**src/rtl/serial_adder.sv**
```systemverilog
// serial_adder: bit-serial ripple adder, one sum bit per clock, LSB first.
// Optional macro SERIAL_ADDER_OVF_EN adds the signed-overflow output Ovf.
module serial_adder #(
   parameter int WIDTH = 8
) (
   input  logic             clk,
   input  logic             rst_n,
   input  logic             start,
   input  logic [WIDTH-1:0] A,
   input  logic [WIDTH-1:0] B,
   input  logic             C_in,
   output logic [WIDTH-1:0] Sum,
   output logic             C_out,
   output logic             busy,
   output logic             done
`ifdef SERIAL_ADDER_OVF_EN
   ,
   output logic             Ovf
`endif
);

   localparam int            CW       = $clog2(WIDTH + 1);
   localparam logic [CW-1:0] LAST_BIT = CW'(WIDTH - 1);

   typedef enum logic [1:0] {
      S_IDLE  = 2'd0,
      S_SHIFT = 2'd1,
      S_DONE  = 2'd2
   } state_t;

   state_t           r_state;
   state_t           w_state_next;
   logic [WIDTH-1:0] r_a;
   logic [WIDTH-1:0] r_b;
   logic [WIDTH-1:0] r_s;
   logic [WIDTH-1:0] r_sum;
   logic [CW-1:0]    r_cnt;
   logic             r_carry;
   logic             r_cout;
   logic             w_bit;
   logic             w_carry;
   logic             w_last;
   logic [WIDTH-1:0] w_s_next;

   assign w_bit    = r_a[0] ^ r_b[0] ^ r_carry;
   assign w_carry  = (r_a[0] & r_b[0]) | (r_carry & (r_a[0] ^ r_b[0]));
   assign w_last   = (r_cnt == LAST_BIT);
   assign w_s_next = {w_bit, r_s[WIDTH-1:1]};

   always_ff @(posedge clk or negedge rst_n) begin
      if (!rst_n) begin
         r_state <= S_IDLE;
      end else begin
         r_state <= w_state_next;
      end
   end

   always_comb begin
      w_state_next = r_state;
      case (r_state)
         S_IDLE:  if (start) w_state_next = S_SHIFT;
         S_SHIFT: if (w_last) w_state_next = S_DONE;
         S_DONE:  w_state_next = S_IDLE;
         default: w_state_next = S_IDLE;
      endcase
   end

   always_comb begin
      busy = 1'b0;
      done = 1'b0;
      case (r_state)
         S_SHIFT: busy = 1'b1;
         S_DONE: begin
            busy = 1'b1;
            done = 1'b1;
         end
         default: ;
      endcase
   end

   // The fill bit entering r_a's MSB cannot reach the LSB within WIDTH shifts,
   // so recycling the discarded sum LSB there is harmless.
   always_ff @(posedge clk or negedge rst_n) begin
      if (!rst_n) begin
         r_a     <= '0;
         r_b     <= '0;
         r_s     <= '0;
         r_sum   <= '0;
         r_cnt   <= '0;
         r_carry <= 1'b0;
         r_cout  <= 1'b0;
      end else begin
         case (r_state)
            S_IDLE: begin
               if (start) begin
                  r_a     <= A;
                  r_b     <= B;
                  r_s     <= '0;
                  r_carry <= C_in;
                  r_cnt   <= '0;
               end
            end
            S_SHIFT: begin
               r_a     <= {r_s[0], r_a[WIDTH-1:1]};
               r_b     <= {1'b0, r_b[WIDTH-1:1]};
               r_s     <= w_s_next;
               r_carry <= w_carry;
               r_cnt   <= r_cnt + CW'(1);
               if (w_last) begin
                  r_sum  <= w_s_next;
                  r_cout <= w_carry;
               end
            end
            default: ;
         endcase
      end
   end

   assign Sum   = r_sum;
   assign C_out = r_cout;

`ifdef SERIAL_ADDER_OVF_EN
   logic r_ovf;

   // On the last shift r_carry is the carry into the MSB.
   always_ff @(posedge clk or negedge rst_n) begin
      if (!rst_n) begin
         r_ovf <= 1'b0;
      end else if (r_state == S_SHIFT && w_last) begin
         r_ovf <= r_carry ^ w_carry;
      end
   end

   assign Ovf = r_ovf;
`endif

endmodule
```
**config.mk**
```make
export PLATFORM = sky130hd
export DESIGN_NAME = serial_adder
export DESIGN_NICKNAME = d
export VERILOG_FILES = /design/src/rtl/serial_adder.sv
export SDC_FILE = /design/constraint.sdc
export NUM_CORES = 1
export LEC_CHECK = 0
export CORE_MARGIN = 5
export CORE_UTILIZATION = 45
export DETAILED_ROUTE_END_ITERATION = 6
export PLACE_DENSITY = 0.72
export REMOVE_ABC_BUFFERS = 1
export SYNTH_ARGS = -nofsm -noshare
export SYNTH_HDL_FRONTEND = slang
export SYNTH_SLANG_ARGS = --single-unit
export TNS_END_PERCENT = 30
```
**constraint.sdc**
```tcl
create_clock -name clk -period 1.55 [get_ports clk]
set_clock_uncertainty 0.05 [all_clocks]
set_input_delay 0.2325 -clock clk [delete_from_list [all_inputs] [get_ports clk]]
set_output_delay 0.2325 -clock clk [all_outputs]
set_load 0.02 [all_outputs]
```
==> metrics.csv, run 1 <==
metric,value,unit
drt pass-1 iters,4,
CTS H-tree lvls,2,
fin nets,224,
status,"complete, but fails checks",
Area contributors post-synth,"dfrtp_1 56%, mux2i_1 9.4%, mux2_4 7.5%, o21ai_1 4.7%, a22o_1 4.4%",
setup TNS,-0.2132,ns
pwr dens,1918,nW/µm²
failing checks,negative setup slack,
clock-pin slew on the worst setup and hold paths,0.07,ns
CP top delay family,buffers and inverters,
Die Span Y,73.28,µm
Hold Slack,0.3885,ns
fin crit share,1.043,
sequential share of the synthesized area,0.5556,
initial antenna violation count,0,
detailed placement HPWL,2.479,mm
"area leader, netlist",dfrtp_1,
top cell type's share of synthesized area,0.5556,
Die ar.,5369,µm²
largest net degree at the start of global routing,28,
Routed Antenna Nets,0,
Netlist cell types,27,
worst min path class,input pin to asynchronous set/reset pin,
Yosys warning total,0,
Syn Inst Count,146,
CP peak stage delay,0.41,ns
Worst Path Arrival,1.74,ns
RSZ-0062 raised after global routing,true,
Setup crit end kind,flop,
Final min period,1.617,ns
worst setup margin,-0.06655,ns
Syn Std Cell Area,1802,µm²
Critical-path top delay cell,dfrtp_1,
peak supply drop,843.6,µV
TritonCTS Buffers,5,
core area,3943,µm²
Site Rows,23,
vias per inst,5.245,
Root Driver,clkbuf_8,
WL final,4.139,mm
crit-path cells,"inv_2, ha_4, buf_8, mux2i_4, buf_12, buf_12, a22oi_2, o41ai_2",
max cap viols,0,
Skew-Pair Late Insertion Delay,0.29,ns
port bufs,30,
Die X,73.28,µm
GRT Util Overall,0.1453,
first-pass GRT wire length,5.809,mm
final hold vios,0,
Peak Freq,618.6,MHz
clk sinks,40,
Tightest Pin Transition,0.5094,ns
"Design Area, Final",2665,µm²
num ports,31,
clk buf depth,2,
# DRC,0,
syn avg cell area,12.34,µm²
Final GP Congestion,0.7803,
Slew Limit Headroom,0.6604,
final setup vio count,17,
worst path buffer plus inverter count,4,
Final Slew Violations,0,
global route total overflow,0,
Placed Area,2255,µm²
Pleak,1.362,nW
Avg WL per Cell,16.62,µm
CTS tree,done,
Crit Path Class,flop to flop,
share of post-route cells with drive strength above 1,0.3266,
crit path max fanout,7,
Yosys reg bits,40,
Most Frequent Cell on Critical Path,buf_12,
initial core utilization,0.4570,
Layout area overhead,47.92,%
DR iter-0 viols,77,
number of fill cells,275,
CP Launch Type,flop,
Ant. Diodes,0,
vias in the first global route,1266,
routed vias,1306,
WP data required,1.67,ns
==> where the power goes <==
group / total [mW] / switching [mW] / leakage [nW] / internal (mW)
clock: 0.732 / 0.336 / 0.0503 / 0.396
combinational: 2.67 / 1.16 / 0.787 / 1.51
sequential: 1.71 / 0.282 / 0.524 / 1.43
total: 5.11 / 1.77 / 1.36 / 3.34
==> per-layer routing <==
metal,GRT usage,vias to the layer above,routed length (µm)
met5,0,-,0
li1,-,621,-
met4,0.05533,0,51
met2,0.2383,35,2059
met3,0.05198,5,252
met1,0.1743,645,1775
==> flip-flops by register name, indices dropped and copies added (netlist names) <==
name	cells
r_cnt	4
C_out	1
Sum	8
r_b	8
r_a	8
r_s	8
r_carry	1
r_state	2
==> cells in the mapped netlist (all sizes together) <==
library cell and number:
a21oi 1, a22o 9, a22oi 2, a311oi 1, and2 2, buf 9
clkbuf 1, dfrtp 40, fa 1, ha 4, inv 3, mux2 10
mux2i 17, nand2 19, nand2b 2, nand3 2, nand3b 2, nand4b 1
nor2 1, o21ai 17, o41ai 1, or2 1
==> worst paths after layout <==
path | cells after the start | to | slack (ns) | start
worst max-delay path | 8 | r_cnt[3]$_DFFE_PN0P_ | -0.07 | r_state[1]$_DFFE_PN0P_
worst min-delay path | 2 | Sum[5]$_DFFE_PN0P_ | 0.39 | rst_n
worst max register to register | 8 | r_cnt[3]$_DFFE_PN0P_ | -0.07 | r_state[1]$_DFFE_PN0P_
worst min register to register | 2 | r_b[7]$_DFFE_PN0P_ | 0.44 | r_b[7]$_DFFE_PN0P_
max in group asynchronous | 3 | r_b[6]$_DFFE_PN0P_ | 0.58 | rst_n
min in group clk | 2 | r_b[7]$_DFFE_PN0P_ | 0.44 | r_b[7]$_DFFE_PN0P_
==> stage by stage <==
stage	total power, mW	worst slack (ns)	utilization	std cells
6_report	5.112	-0.06655	0.6760	249
5_1_grt	5.398	-0.1112	0.6760	249
4_1_cts	4.312	-0.007506	0.6074	238
3_5_place_dp	3.511	-0.08276	0.5719	228
3_3_place_gp	3.426	-0.02464	0.5719	228
2_1_floorplan	2.777	-1.762	-	136
==> cells by family (layout without fill, tap and decap cells) <==
kind of cell,Yosys count,after routing,share of synthesized area
muxes,27,27,0.1757
AOI/OAI and AO/OA,31,31,0.1118
and+or+nand+nor,30,30,0.07847
adders and majority gates,5,5,0.03889
buffers and inverters,13,66,0.03958
DFF,40,40,0.5556
==> worst register-to-register path: stages (launching register included) <==
cell     delay (ns)
dfrtp_1        0.41
inv_2          0.11
ha_4           0.17
buf_8          0.12
mux2i_4        0.07
buf_12         0.15
buf_12         0.14
a22oi_2        0.19
o41ai_2        0.10
==> cell type report <==
| type | count | area (µm²) | share of cell area |
|---|---|---|---|
| sequential | 40 | 1001 | 0.3756 |
| multi-input combinational | 93 | 824.5 | 0.3094 |
| timing repair buffer | 56 | 666.9 | 0.2502 |
| clock buffer | 7 | 96.34 | 0.03615 |
| tap | 50 | 62.56 | 0.02347 |
| inverter | 3 | 13.76 | 0.005164 |
==> placed cells by master, fill, tap and decap left out, types with 2 or more instances in the layout <==
cell type and count:
o21ai_1 14, buf_4 11, mux2i_1 15, clkdlybuf4s50_1 18
nand2_1 15, mux2i_4 2, clkbuf_8 7, clkbuf_16 4
buf_6 2, dlymetal6s2s_1 6, o21ai_2 3, nand2b_1 2
dfrtp_1 40, dlygate4sd2_1 3, nand3b_1 2, buf_2 2
a22o_1 9, ha_4 2, nand3_1 2, buf_12 7
nand2_2 4, mux2_4 9, inv_2 2
==> repair_timing <==
item / in CTS / in global routing
buffers inserted: 2 / 8
gates cloned: 0 / 4
resized for setup: 17 / 27
endpoints found under the hold margin: 20 / 0
pin swaps: 0 / 12
hold buffers: 1 / 0
setup endpoints to repair: 38 / 42
Note: power is estimated with default switching activity, not from simulation.
==> run 2: changes to the inputs <==
--- a/config.mk
+++ b/config.mk
@@ -8,7 +8,7 @@
 export CORE_MARGIN = 5
 export CORE_UTILIZATION = 45
 export DETAILED_ROUTE_END_ITERATION = 6
-export PLACE_DENSITY = 0.72
+export PLACE_DENSITY = 0.76
 export REMOVE_ABC_BUFFERS = 1
 export SYNTH_ARGS = -nofsm -noshare
 export SYNTH_HDL_FRONTEND = slang
==> metrics.csv, run 2 (synthesis gave the netlist of run 1 again) <==
metric,value,unit
status,completed,
Peak Freq,653.6,MHz
clock-pin slew on the worst setup and hold paths,0.08,ns
crit-path cells,"buf_6, ha_4, buf_8, mux2i_4, buf_12, nand2_1, o21ai_1",
routing usage on met2,0.2463,
port bufs,30,
Pleak,1.250,nW
initial core utilization,0.4570,
initial antenna violation count,0,
vias per inst,5.164,
CTS tree,done,
Worst Path Arrival,1.69,ns
Routed Antenna Nets,0,
Die X,73.28,µm
Crit Path Class,flop to flop,
"worst slack, placed",-0.1539,ns
Int Power,2.838,mW
core area,3943,µm²
Layout area overhead,36.46,%
Flop pwr share,0.387,
detailed placement HPWL,2.610,mm
drt pass-1 iters,3,
Final Slew Violations,0,
pwr dens,1781,nW/µm²
M3 GR Usage,0.05062,
Comb power frac,0.453,
Skew-Pair Late Insertion Delay,0.29,ns
Setup crit end kind,flop,
Sw Pwr,1.541,mW
WL final,3.688,mm
Tightest Pin Transition,0.4205,ns
peak supply drop,946.1,µV
fin nets,218,
sw frac,0.3520,
Hold Slack,0.3627,ns
clk buf depth,2,
Clock Power Share,0.160,
global route total overflow,0,
crit path max fanout,34,
share of post-route cells with drive strength above 1,0.2474,
worst setup margin,0.02008,ns
DR iter-0 viols,53,
Critical-path top delay cell,dfrtp_1,
vias in the first global route,1305,
WP data required,1.71,ns
Avg WL per Cell,15.11,µm
CP peak stage delay,0.39,ns
GRT Util Overall,0.1476,
post-layout utilization of the core,0.6236,
CP Launch Type,flop,
Die Span Y,73.28,µm
RSZ-0062 raised after global routing,true,
Slew Limit Headroom,0.7197,
number of fill cells,294,
num ports,31,
final setup vio count,0,
"commonest non-fill, non-tap cell in the layout",dfrtp_1,
Ant. Diodes,0,
gr busiest metal,met2,
first-pass GRT wire length,6.058,mm
Power Total,4.379,mW
# DRC,0,
Final GP Congestion,0.7763,
Root Driver,clkbuf_8,
Die ar.,5369,µm²
setup TNS,0,ns
clk sinks,40,
fin crit share,0.9870,
CTS H-tree lvls,2,
Final min period,1.530,ns
TritonCTS Buffers,5,
worst min path class,input pin to asynchronous set/reset pin,
final hold vios,0,
largest net degree at the start of global routing,35,
max cap viols,0,
Site Rows,23,
M1 GR Usage,0.1779,
"commonest cells after routing, fill and taps aside","40 x dfrtp_1, 19 x nand2_1, 19 x clkdlybuf4s50_1",
routed vias,1260,
## run 2: cell count changes in the layout (fill, tap and decap cells not counted), sizes merged
cell / change
clkbuf: -4
buf: -3
clkdlybuf4s15: +1
clkdlybuf4s50: +1
dlymetal6s2s: -1
or2: +1
## run 2: layer usage
| layer | wire length, µm | share of wire |
|---|---|---|
| met2 | 1857 | 0.50 |
| met1 | 1527 | 0.41 |
| met5 | 0 | 0 |
| met3 | 243 | 0.066 |
| met4 | 60 | 0.016 |
## run 2: what timing repair did
action | in CTS | in global routing
buffers inserted | 1 | 4
cloned | 0 | 1
gates resized for setup | 18 | 14
hold buffers | 1 | 0
pin swaps | 0 | 1
hold endpoints to repair | 16 | 0
endpoints found under the setup margin | 42 | 45
## run 2: final timing paths
path	startpoint	to	slack, ns	cells past startpoint
min in group clk	B[7]	r_b[7]$_DFFE_PN0P_	0.44	3
min	rst_n	r_cnt[1]$_DFFE_PN0P_	0.36	2
max reg2reg	r_state[0]$_DFFE_PN0P_	r_a[7]$_DFFE_PN0P_	0.02	7
max in group asynchronous	rst_n	r_a[1]$_DFFE_PN0P_	0.62	3
max	r_state[0]$_DFFE_PN0P_	r_a[7]$_DFFE_PN0P_	0.02	7
min reg2reg	r_a[2]$_DFFE_PN0P_	r_a[2]$_DFFE_PN0P_	0.44	2
## run 2: layout make-up
type | instances | area (µm²) | area share
multi-input combinational | 94 | 793.3 | 0.3226
clock buffer | 8 | 90.09 | 0.03664
timing repair buffer | 49 | 498.0 | 0.2025
sequential | 40 | 1001 | 0.4071
inverter | 3 | 13.76 | 0.005598
tap | 50 | 62.56 | 0.02545
## run 2: through the flow
stage          std cells  cell area, µm²
2_1_floorplan        136            1744
6_report             244            2459
3_3_place_gp         230            2257
5_1_grt              244            2459
4_1_cts              240            2386
3_5_place_dp         230            2257
## run 2: power by group through the flow
| stage | Combinational (mW) | Clock (mW) | Sequential (mW) |
|---|---|---|---|
| final | 1.99 | 0.699 | 1.69 |
| after global routing | 2.19 | 0.766 | 1.74 |
| after CTS | 1.86 | 0.715 | 1.70 |
| after detailed placement | 1.80 | 0 | 1.71 |
| after global placement | 1.71 | 0 | 1.67 |
| after floorplan | 1.09 | 0 | 1.69 |
## run 2: critical path, delay by kind of cell (launching register included)
family          cells  cell delay [ns]
flops               1             0.39
fa+ha+maj           1             0.16
buf+inv             3             0.47
mux                 1             0.21
compound gates      1             0.08
simple gates        1             0.07
==> run 3: changes to the inputs <==
--- a/config.mk
+++ b/config.mk
@@ -8,9 +8,10 @@
 export CORE_MARGIN = 5
 export CORE_UTILIZATION = 45
 export DETAILED_ROUTE_END_ITERATION = 6
+export HOLD_SLACK_MARGIN = 0.15
 export PLACE_DENSITY = 0.76
 export REMOVE_ABC_BUFFERS = 1
 export SYNTH_ARGS = -nofsm -noshare
 export SYNTH_HDL_FRONTEND = slang
 export SYNTH_SLANG_ARGS = --single-unit
-export TNS_END_PERCENT = 30
+export TNS_END_PERCENT = 100
==> metrics.csv, run 3 (synthesis gave the netlist of run 1 again) <==
metric,value,unit
clk sinks,40,
Final min period,1.538,ns
"reg-to-reg slack, setup",0.02,ns
Die ar.,5369,µm²
TritonCTS Buffers,5,
first-pass GRT wire length,6.044,mm
max cap viols,0,
drt pass-1 iters,4,
clock-pin slew on the worst setup and hold paths,0.07,ns
Site Rows,23,
Root Driver,clkbuf_8,
final hold vios,0,
DR iter-0 viols,45,
worst min path class,input pin to asynchronous set/reset pin,
RR Startpoint,r_state[0]$_DFFE_PN0P_,
Hold Slack,0.3653,ns
Slew Limit Headroom,0.7196,
port bufs,30,
final setup vio count,0,
Crit Path Class,flop to output pin,
Placed Area,2257,µm²
share of post-route cells with drive strength above 1,0.2435,
Peak Freq,650.1,MHz
CTS H-tree lvls,2,
reg2reg path depth,7,
Die Span Y,73.28,µm
WP data required,1.27,ns
Setup crit end kind,output pin,
Ant. Diodes,0,
WL final,3.593,mm
clk buf depth,2,
Power Total,4.353,mW
routed vias,1257,
num ports,31,
setup TNS,0,ns
initial antenna violation count,0,
Worst Path Arrival,1.26,ns
"commonest non-fill, non-tap cell in the layout",dfrtp_1,
"worst slack, placed",-0.1539,ns
global route total overflow,0,
Crit Reg-Reg Endpoint,r_b[0]$_DFFE_PN0P_,
Avg WL per Cell,14.79,µm
CP Launch Type,flop,
initial core utilization,0.4570,
fin nets,217,
number of fill cells,298,
RSZ-0062 raised after global routing,true,
Pleak,1.246,nW
largest net degree at the start of global routing,35,
Skew-Pair Late Insertion Delay,0.29,ns
worst setup margin,0.01185,ns
vias per inst,5.173,
vias in the first global route,1327,
Worst Setup SP,r_state[0]$_DFFE_PN0P_,
status,completed,
Layout area overhead,36.04,%
# DRC,0,
GRT Util Overall,0.1473,
pwr dens,1776,nW/µm²
Final Slew Violations,0,
CTS tree,done,
peak supply drop,946.9,µV
fin crit share,0.9924,
detailed placement HPWL,2.610,mm
Die X,73.28,µm
Final GP Congestion,0.7763,
Routed Antenna Nets,0,
"Design Area, Final",2451,µm²
crit path max fanout,3,
core area,3943,µm²
Tightest Pin Transition,0.4206,ns
Setup crit end,done,
"commonest cells after routing, fill and taps aside","40 x dfrtp_1, 19 x nand2_1, 19 x clkdlybuf4s50_1",
## run 3: report_power, final
part	leakage, nW	switching (mW)	total (mW)	internal, mW
clock	0.0455	0.329	0.692	0.363
combinational	0.676	0.931	1.97	1.04
sequential	0.524	0.264	1.69	1.43
total	1.25	1.52	4.35	2.83
## run 3: routing by layer
metal,track usage,up-vias,part of all wire
met1,0.1760,599,0.41
met3,0.05335,7,0.076
li1,-,608,-
met2,0.2473,43,0.50
met5,0,-,0
met4,0.04508,0,0.018
## run 3: repair_timing
item | in CTS | in global routing
resized for setup | 22 | 11
pin swaps | 0 | 1
endpoints found under the hold margin | 16 | 0
cloned | 0 | 1
hold buffers | 1 | 0
setup endpoints to repair | 42 | 41
setup buffers | 3 | 1
## run 3: how the worst min path moves through the flow
stage	start	to	slack [ns]	depth (start not counted)
final	rst_n	r_cnt[1]$_DFFE_PN0P_	0.37	2
after global routing	rst_n	r_cnt[0]$_DFFE_PN0P_	0.39	2
after CTS	rst_n	r_cnt[1]$_DFFE_PN0P_	0.37	2
after detailed placement	rst_n	Sum[3]$_DFFE_PN0P_	0.14	1
after global placement	rst_n	Sum[4]$_DFFE_PN0P_	0.13	1
after floorplan	rst_n	C_out$_DFFE_PN0P_	-0.11	0
## run 3: area by class of cell
| type | instances | area, µm² | share of cell area |
|---|---|---|---|
| sequential | 40 | 1001 | 0.4084 |
| clock buffer | 8 | 90.09 | 0.03675 |
| inverter | 3 | 13.76 | 0.005615 |
| timing repair buffer | 48 | 490.5 | 0.2001 |
| tap | 50 | 62.56 | 0.02552 |
| multi-input combinational | 94 | 793.3 | 0.3236 |
## run 3: worst max-delay path, cell delays in order, from the launching register on
cell and delay [ns]:
dfrtp_1 0.40, inv_1 0.14, ha_1 0.17, clkdlybuf4s15_2 0.26
## run 3: per-stage QoR
| stage | utilization | std cells |
|---|---|---|
| final | 0.6217 | 243 |
| after global routing | 0.6217 | 243 |
| after CTS | 0.6144 | 242 |
| after detailed placement | 0.5725 | 230 |
| after global placement | 0.5725 | 230 |
| after floorplan | - | 136 |
